**src/rtl/fp_addsub_normalize_stage.sv**
```systemverilog
// ---------------------------------------------------------------------------
// fp_addsub_normalize_stage
//
// Stage 4 of the floating-point add/sub datapath. Normalizes the raw aligned
// sum/difference from the mantissa adder, adjusts the exponent, folds the
// shifted-out bits into sticky, takes the round-to-nearest-even decision and
// registers the result behind a valid/ready handshake for the rounding stage.
//
// Ports:
//   Clk, Reset_n          clock, asynchronous active-low reset
//   InValid / InReady     upstream handshake
//   RawSum                [27]=carry, [26:3]=mantissa, [2]=G, [1]=R, [0]=S
//   ExponentIn, SignIn    exponent before normalization, result sign
//   OutValid / OutReady   downstream handshake
//   TobeRounded, Round    normalized mantissa and round-increment decision
//   ExponentAdderResult1  adjusted exponent
//   SignOut               registered sign
//   Zero, Underflow, Overflow  result flags
//
// Build option:
//   NORM_SKID_BUF_EN  adds a one-entry skid buffer; InReady becomes the
//                     registered "skid buffer empty" flag. Without it a single
//                     output register is used and InReady is combinational.
// ---------------------------------------------------------------------------
module fp_addsub_normalize_stage #(
  parameter int FractionSize = 23,
  parameter int MantissaSize = FractionSize + 1,
  parameter int RawSize      = MantissaSize + 4,
  parameter int ExponentSize = 8
) (
  input  logic                    Clk,
  input  logic                    Reset_n,
  input  logic                    InValid,
  output logic                    InReady,
  input  logic [RawSize-1:0]      RawSum,
  input  logic [ExponentSize-1:0] ExponentIn,
  input  logic                    SignIn,
  output logic                    OutValid,
  input  logic                    OutReady,
  output logic [MantissaSize-1:0] TobeRounded,
  output logic                    Round,
  output logic [ExponentSize-1:0] ExponentAdderResult1,
  output logic                    SignOut,
  output logic                    Zero,
  output logic                    Underflow,
  output logic                    Overflow
);

  localparam int BodySize = RawSize - 1;          // RawSum without the carry bit
  localparam int LzWidth  = $clog2(BodySize);
  localparam int ResSize  = MantissaSize + ExponentSize + 5;

  logic [BodySize-1:0]     w_body;
  logic [LzWidth-1:0]      w_lz;
  logic [ExponentSize:0]   w_exp_inc;
  logic [BodySize-1:0]     w_shifted;
  logic [ExponentSize-1:0] w_exp;
  logic [ExponentSize-1:0] w_shamt;
  logic                    w_zero;
  logic                    w_uf;
  logic                    w_of;
  logic                    w_round;
  logic [ResSize-1:0]      w_result;

  logic [ResSize-1:0]      r_out;
  logic                    r_valid;

  assign w_body    = RawSum[BodySize-1:0];
  assign w_exp_inc = {1'b0, ExponentIn} + (ExponentSize+1)'(1);

  // Leading-zero count of the body; higher set bits overwrite lower ones so
  // the most significant one wins.
  always_comb begin
    w_lz = '0;
    for (int i = 0; i < BodySize; i++) begin
      if (RawSum[i]) w_lz = LzWidth'(BodySize - 1 - i);
    end
  end

  always_comb begin
    w_shifted = '0;
    w_exp     = '0;
    w_shamt   = '0;
    w_zero    = 1'b0;
    w_uf      = 1'b0;
    w_of      = 1'b0;
    if (RawSum == '0) begin
      w_zero = 1'b1;
    end else if (RawSum[RawSize-1]) begin
      // Carry out: shift right one, old R and S collapse into the new sticky.
      w_shifted = {RawSum[RawSize-1:2], RawSum[1] | RawSum[0]};
      if (w_exp_inc >= {1'b0, {ExponentSize{1'b1}}}) begin
        w_of  = 1'b1;
        w_exp = '1;
      end else begin
        w_exp = w_exp_inc[ExponentSize-1:0];
      end
    end else if (ExponentSize'(w_lz) < ExponentIn) begin
      w_shifted = w_body << w_lz;
      w_exp     = ExponentIn - ExponentSize'(w_lz);
    end else begin
      // Cannot fully normalize: shift only as far as the exponent allows and
      // emit a denormal with a zero exponent.
      w_shamt   = (ExponentIn == '0) ? '0 : ExponentIn - ExponentSize'(1);
      w_shifted = w_body << w_shamt;
      w_uf      = 1'b1;
    end
  end

  // RNE: increment when G is set and the value is above the halfway point
  // (R|S) or exactly halfway with an odd LSB (L).
  assign w_round = w_shifted[2] & (w_shifted[1] | w_shifted[0] | w_shifted[3]) & ~w_of;

  assign w_result = {SignIn, w_zero, w_uf, w_of, w_round, w_exp,
                     w_shifted[BodySize-1:3]};

`ifdef NORM_SKID_BUF_EN
  logic [ResSize-1:0] r_skid;
  logic               r_skid_valid;

  assign InReady = !r_skid_valid;

  always_ff @(posedge Clk or negedge Reset_n) begin
    if (!Reset_n) begin
      r_out        <= '0;
      r_valid      <= 1'b0;
      r_skid       <= '0;
      r_skid_valid <= 1'b0;
    end else if (!r_valid || OutReady) begin
      // Output register free this cycle: the skid entry is older, so it goes
      // first (InReady is low whenever the skid entry is occupied).
      if (r_skid_valid) begin
        r_out        <= r_skid;
        r_valid      <= 1'b1;
        r_skid_valid <= 1'b0;
      end else if (InValid) begin
        r_out   <= w_result;
        r_valid <= 1'b1;
      end else begin
        r_valid <= 1'b0;
      end
    end else if (InValid && !r_skid_valid) begin
      r_skid       <= w_result;
      r_skid_valid <= 1'b1;
    end
  end
`else
  assign InReady = !r_valid || OutReady;

  always_ff @(posedge Clk or negedge Reset_n) begin
    if (!Reset_n) begin
      r_out   <= '0;
      r_valid <= 1'b0;
    end else if (InValid && InReady) begin
      r_out   <= w_result;
      r_valid <= 1'b1;
    end else if (OutReady) begin
      r_valid <= 1'b0;
    end
  end
`endif

  assign OutValid             = r_valid;
  assign SignOut              = r_out[ResSize-1];
  assign Zero                 = r_out[ResSize-2];
  assign Underflow            = r_out[ResSize-3];
  assign Overflow             = r_out[ResSize-4];
  assign Round                = r_out[ResSize-5];
  assign ExponentAdderResult1 = r_out[MantissaSize +: ExponentSize];
  assign TobeRounded          = r_out[MantissaSize-1:0];

endmodule

```
**config.mk**
```make
export PLATFORM = sky130hd
export DESIGN_NAME = fp_addsub_normalize_stage
export DESIGN_NICKNAME = d
export VERILOG_FILES = /design/src/rtl/fp_addsub_normalize_stage.sv
export SDC_FILE = /design/constraint.sdc
export NUM_CORES = 1
export LEC_CHECK = 0
export BUFFER_PORTS_ARGS = -buffer_cell sky130_fd_sc_hd__buf_2
export CELL_PAD_IN_SITES_DETAIL_PLACEMENT = 1
export CELL_PAD_IN_SITES_GLOBAL_PLACEMENT = 1
export CORE_MARGIN = 5
export CORE_UTILIZATION = 38
export DETAILED_ROUTE_END_ITERATION = 8
export PLACE_DENSITY_LB_ADDON = 0.12
export SLEW_MARGIN = 10
export SYNTH_ARGS = -nofsm -noshare
export SYNTH_HDL_FRONTEND = slang
export SYNTH_SLANG_ARGS = --single-unit
```
**constraint.sdc**
```tcl
create_clock -name Clk -period 1.55 [get_ports Clk]
set_clock_uncertainty 0.15 [all_clocks]
set_input_delay 0.0775 -clock Clk [delete_from_list [all_inputs] [get_ports Clk]]
set_output_delay 0.0775 -clock Clk [all_outputs]
set_load 0.05 [all_outputs]
```
# Word-level counts from Yosys, hierarchy flattened
# Cells that the tools add are included.
# classes
magnitude_cmp	2
reduce_logical	6
shifts	2
addsub	3
n_bitwise	6
n_mux	44
# op_table
cell	n
5-bit two-way mux	27
27-bit two-way mux	3
8-bit two-way mux	5
28-bit zero test	1
27-bit by 5-bit left shift with 27-bit output	1
27-bit by 8-bit left shift with 27-bit output	1
8-bit by 1-bit adder with 9-bit output, second input constant	1
9-bit by 8-bit greater-or-equal comparator with 1-bit output, second input constant	1
1-bit two-way mux	9
8-bit zero test	1
5-bit by 8-bit less-than comparator with 1-bit output	1
8-bit by 1-bit subtractor with 8-bit output, second input constant	1
8-bit by 5-bit subtractor with 8-bit output	1
1-bit OR	3
1-bit bitwise AND	2
2-bit nonzero test	1
1-bit logical AND	1
1-bit zero test	1
1-bit logical OR	1
1-bit inverter	1
# word_totals
ff_bits	38
output_inout_bits	39
in_bits	41

# Logic depth before layout (Yosys ltp)
# logic_depth
word_depth	35
ltp_mapped	21
mapped_depth_nobuf	18

# Least setup slack after synthesis
# No wires, ideal clock.
# synth_path
path_type	input-to-reg
startpoint	in RawSum[20]
endpoint	reg r_out[18]
t_required_ns	1.273
path_slack_ns	-2.278
cell_stages	20
t_arrival_ns	3.550
path_buffers	2
cell_sequence	buf_4 nor3b_2 a2111oi_4 a2bb2oi_2 a41oi_2 inv_2 ha_1 inv_1 fa_1 nand3_1 nand3_2 and2_4 or3_4 o21ai_2 buf_6 mux2i_1 o22ai_1 o21a_1 a2111oi_2 o21ai_1
# synth_via
elab_chain_len	11
# synth_lines
element	line_no	text
from (decl)	35	input logic [RawSize-1:0] RawSum,
5-bit two-way mux (7 in series)	76	if (RawSum[i]) w_lz = LzWidth'(BodySize - 1 - i);
5-bit by 8-bit less-than comparator with 1-bit output / 27-bit by 5-bit left shift with 27-bit output (equally long branches)	98, 99	
27-bit two-way mux	98	end else if (ExponentSize'(w_lz) < ExponentIn) begin
27-bit two-way mux	89	end else if (RawSum[RawSize-1]) begin
27-bit two-way mux *	87	if (RawSum == '0) begin
to (signal assigned)	155	r_out <= w_result;
to (decl)	65	logic [ResSize-1:0] r_out;
# Mark *: on every way between the ends. The rest lies on a longest branch, timed or not.
# A chain may end at the register's enable or synchronous reset.

# Worst setup path after layout
# layout_path
startpoint	in RawSum[20]
endpoint	reg r_out[4]
# The elaborated chain is that of the path after synthesis.

==> results.sh <==
export IMPL_status="finished with violations"
export IMPL_violations="negative setup slack"
export IMPL_min_period_ns=4.05
export IMPL_wl_per_cell_um=29.5
export IMPL_wirelength_um=29600
export IMPL_fin_area_mm2=0.00808
export IMPL_crit_path_start="RawSum[20]"
export IMPL_cts_tree="done"
export IMPL_clock_sinks=38
export IMPL_drv_cap=0
export IMPL_h_tree_depth=2
export IMPL_power_density_mw_per_mm2=725
export IMPL_hold_violations=0
export IMPL_fin_ws_ns=-2.50
export IMPL_die_area_mm2=0.0145
export IMPL_slowest_stage="a2111oi_4"
export IMPL_slew_violations=0
export IMPL_die_w_um=120
export IMPL_required_ns=1.57
export IMPL_ant_nets=0
export IMPL_rsz0062_at_grt="true"
export IMPL_slowest_delay_ns=0.47
export IMPL_critPathCapture="r_out[4]$_DFFE_PN0P_"
export IMPL_area_growth_pct=74.5
export IMPL_synth_flop_cell="dfrtp_1"
export IMPL_power_switching_uw=2660
export IMPL_dp_slack_ns=-2.60
export IMPL_cp_end_kind="flip-flop"
export IMPL_drive_gt1_share_pct=56.7
export IMPL_rr_worst_depth=6
export IMPL_ios=80
export IMPL_num_rows=40
export IMPL_tns_ns=-74.08
export IMPL_crit_chain="buf_8 > nor3b_4 > a2111oi_4 > a2bb2oi_2 > a41oi_2 > inv_2 > ha_4 > inv_4 > fa_2 > nand3_4 > nand3_4 > and2_4 > or3_4 > o21ai_4 > buf_6 > nor2_1 > a221o_1 > a221oi_2 > nor2_1"
export IMPL_netlist_cell_type_count=84
export IMPL_synth_seq_area_share_pct=20.5
export IMPL_core_area_mm2=0.0120
export IMPL_p_sw_share_pct=45.5
export IMPL_synthArstFlopShare_pct=100
export IMPL_vdd_drop_max_v=0.000494
export IMPL_relSlewSlack_pct=56.5
export IMPL_fillers=1334
export IMPL_synth_area_mm2=0.00463
export IMPL_vias=6712
export IMPL_finalCoreUtilization_pct=67.6
export IMPL_yosysWarnings=0
export IMPL_timing_rr_start="OutValid$_DFFE_PN0P_"
export IMPL_worstSkewPairLatency_ns=0.28
export IMPL_port_buffers=79
export IMPL_diodes=0
export IMPL_startpoint_type="input pin"
export IMPL_cts_buffers=5
export IMPL_syn_inst=588
export IMPL_grtUsageTotal_pct=34.9
export IMPL_place_gp_congestion=0.997
export IMPL_r2r_end="r_out[22]$_DFFE_PN0P_"
export IMPL_pwr_share_clk_pct=17.5
export IMPL_vias_per_cell=6.69
export IMPL_power_internal_uw=3190
export IMPL_instances_no_fill=1004
export IMPL_min_path_type="input pin to flip-flop"
export IMPL_cts_root_buf="clkbuf_16"
export IMPL_antenna_found_initial=0
export IMPL_grt_max_degree=34
export IMPL_arrival_ns=4.06
export IMPL_syn_nets=640
export IMPL_grt_pass1_wl_um=39500
export IMPL_fmax_ghz=0.247
export IMPL_firstDrtPassIters=5
export IMPL_tightestPinTransition_ns=0.650
export IMPL_dp_final_hpwl_um=18300
export IMPL_clk_pin_slew_ns=0.06
export IMPL_drt_initial_drc_count=674
export IMPL_synth_avg_cell_area_um2=7.87
export IMPL_final_nets=909
export IMPL_p_comb_share_pct=61.3
export IMPL_setup_viol_count_final=36
export IMPL_synth_edf_count=0
export IMPL_worstSetupPathType="input pin to flip-flop"
export IMPL_seq_power_share_pct=21.2
export IMPL_grt_pass1_vias=6712
export IMPL_start_util_pct=38.7
export IMPL_cp_max_fo=5
export IMPL_p_leak_uw=0.00348
export IMPL_cts_buffer_depth=2
export IMPL_die_h_um=120
export IMPL_synth_seq_cells=38
export IMPL_gr_total_overflow=0
export IMPL_finalCritPeriodShare_pct=261
export IMPL_dpl_cell_area_mm2=0.00669
export IMPL_r2r_slack_ns=-0.30
export IMPL_drc=0
export IMPL_dp_cells=960
-- flip-flops by register name, indices dropped and copies added (netlist names) --
register,flops
r_out,37
OutValid,1
-- per-layer routing --
layer | vias up | track usage (%) | share of wire [%]
met5 | - | 0 | 0
li1 | 2787 | - | -
met3 | 170 | 4.86 | 9.2
met2 | 478 | 59.1 | 47
met4 | 0 | 11.6 | 6.9
met1 | 3277 | 45.6 | 37
-- per-stage QoR --
step                hold WS, ns  power (uW)
CTS                      0.0322        5460
global route             0.0551        6030
finish                   0.0296        5860
detailed placement       -0.178        4150
global placement         -0.183        4080
floorplan                -0.368        2980
-- Yosys cell counts (6+ instances only) --
cell type	instances	area, um^2
ha_1	10	125
nor3_1	20	100
dfrtp_1	38	951
a221o_1	6	60.1
a22oi_1	9	67.6
o21ai_1	10	50.1
mux2_2	8	90.1
nor2b_1	7	43.8
inv_1	10	37.5
and3_1	8	50.1
and2_1	6	37.5
a221oi_1	7	61.3
buf_2	15	75.1
a22o_1	7	61.3
a31oi_1	10	62.6
o21ai_0	26	130
nor4_1	12	75.1
o211ai_1	8	60.1
nand2b_1	14	87.6
nand2_1	48	180
o31ai_1	6	45.0
nor2_1	51	191
o221ai_1	7	61.3
buf_4	6	45.0
o22ai_1	10	62.6
mux2i_1	32	320
nand3_1	20	100
a21oi_1	34	170
xnor2_1	6	52.6
clkbuf_1	29	109
a21o_1	9	67.6
-- worst min-delay path by stage --
| stage | start | cells after the start | endpoint | slack, ns |
|---|---|---|---|---|
| after floorplan | Reset_n | 0 | OutValid$_DFFE_PN0P_ | -0.37 |
| after global placement | Reset_n | 1 | r_out[29]$_DFFE_PN0P_ | -0.18 |
| after detailed placement | Reset_n | 1 | r_out[28]$_DFFE_PN0P_ | -0.18 |
| after CTS | OutReady | 4 | OutValid$_DFFE_PN0P_ | 0.03 |
| after global routing | OutReady | 4 | OutValid$_DFFE_PN0P_ | 0.06 |
| final | OutReady | 4 | OutValid$_DFFE_PN0P_ | 0.03 |
-- cell type report --
cell class,count,area [um^2],area share (%)
multi-input combinational,484,4310,53.3
timing repair buffer,317,2450,30.3
clock buffer,7,143,1.77
inverter,11,43.8,0.542
tap,147,184,2.28
sequential,38,952,11.8
-- critical path, delay by kind of cell --
| kind | cells | cell delay [ns] |
|---|---|---|
| simple gates | 7 | 1.21 |
| buf+inv | 4 | 0.49 |
| fa+ha+maj | 2 | 0.56 |
| compound gates | 6 | 1.71 |
-- cells by family (layout without fill, tap and decap cells) --
group	after synthesis	in the layout	synth area share [%]
adder cells (fa/ha/maj)	11	11	3.14
AND/OR/NAND/NOR	208	208	23.0
multiplexers	48	48	11.7
XOR/XNOR	10	10	1.89
flip-flops	38	38	20.5
AO/OA/AOI/OAI	206	207	32.9
buffers and inverters	67	335	6.81
-- cells in the final DEF (no fill, tap or decap), types with 7 or more instances in the layout --
| cell | n |
|---|---|
| buf_4 | 201 |
| buf_2 | 72 |
| nor2_1 | 42 |
| nand2_1 | 41 |
| dfrtp_1 | 37 |
| buf_6 | 30 |
| mux2i_1 | 26 |
| a21oi_1 | 22 |
| o21ai_0 | 16 |
| nand3_1 | 13 |
| o21ai_1 | 12 |
| nand2b_1 | 12 |
| nor3_2 | 11 |
| a31oi_1 | 10 |
| o211ai_1 | 8 |
| nor3_1 | 8 |
| a21oi_2 | 8 |
| a21o_1 | 8 |
| and3_1 | 8 |
| inv_1 | 7 |
| nor4_2 | 7 |
| buf_12 | 7 |
-- power by group through the flow --
stage          clock (uW)  combinational, uW  sequential, uW
3_5_place_dp            0               2890            1260
5_1_grt              1060               3700            1260
6_report             1020               3590            1240
2_1_floorplan           0               1180            1810
4_1_cts              1030               3190            1240
3_3_place_gp            0               2840            1250
-- timing repair --
item | CTS | global route
setup buffers | 19 | 16
gates resized for setup | 109 | 81
gates cloned | 2 | 0
hold endpoints to repair | 40 | 0
pin swaps | 52 | 44
hold buffers | 3 | 0
setup endpoints to repair | 36 | 36
Power figures use the tool's default switching activity.
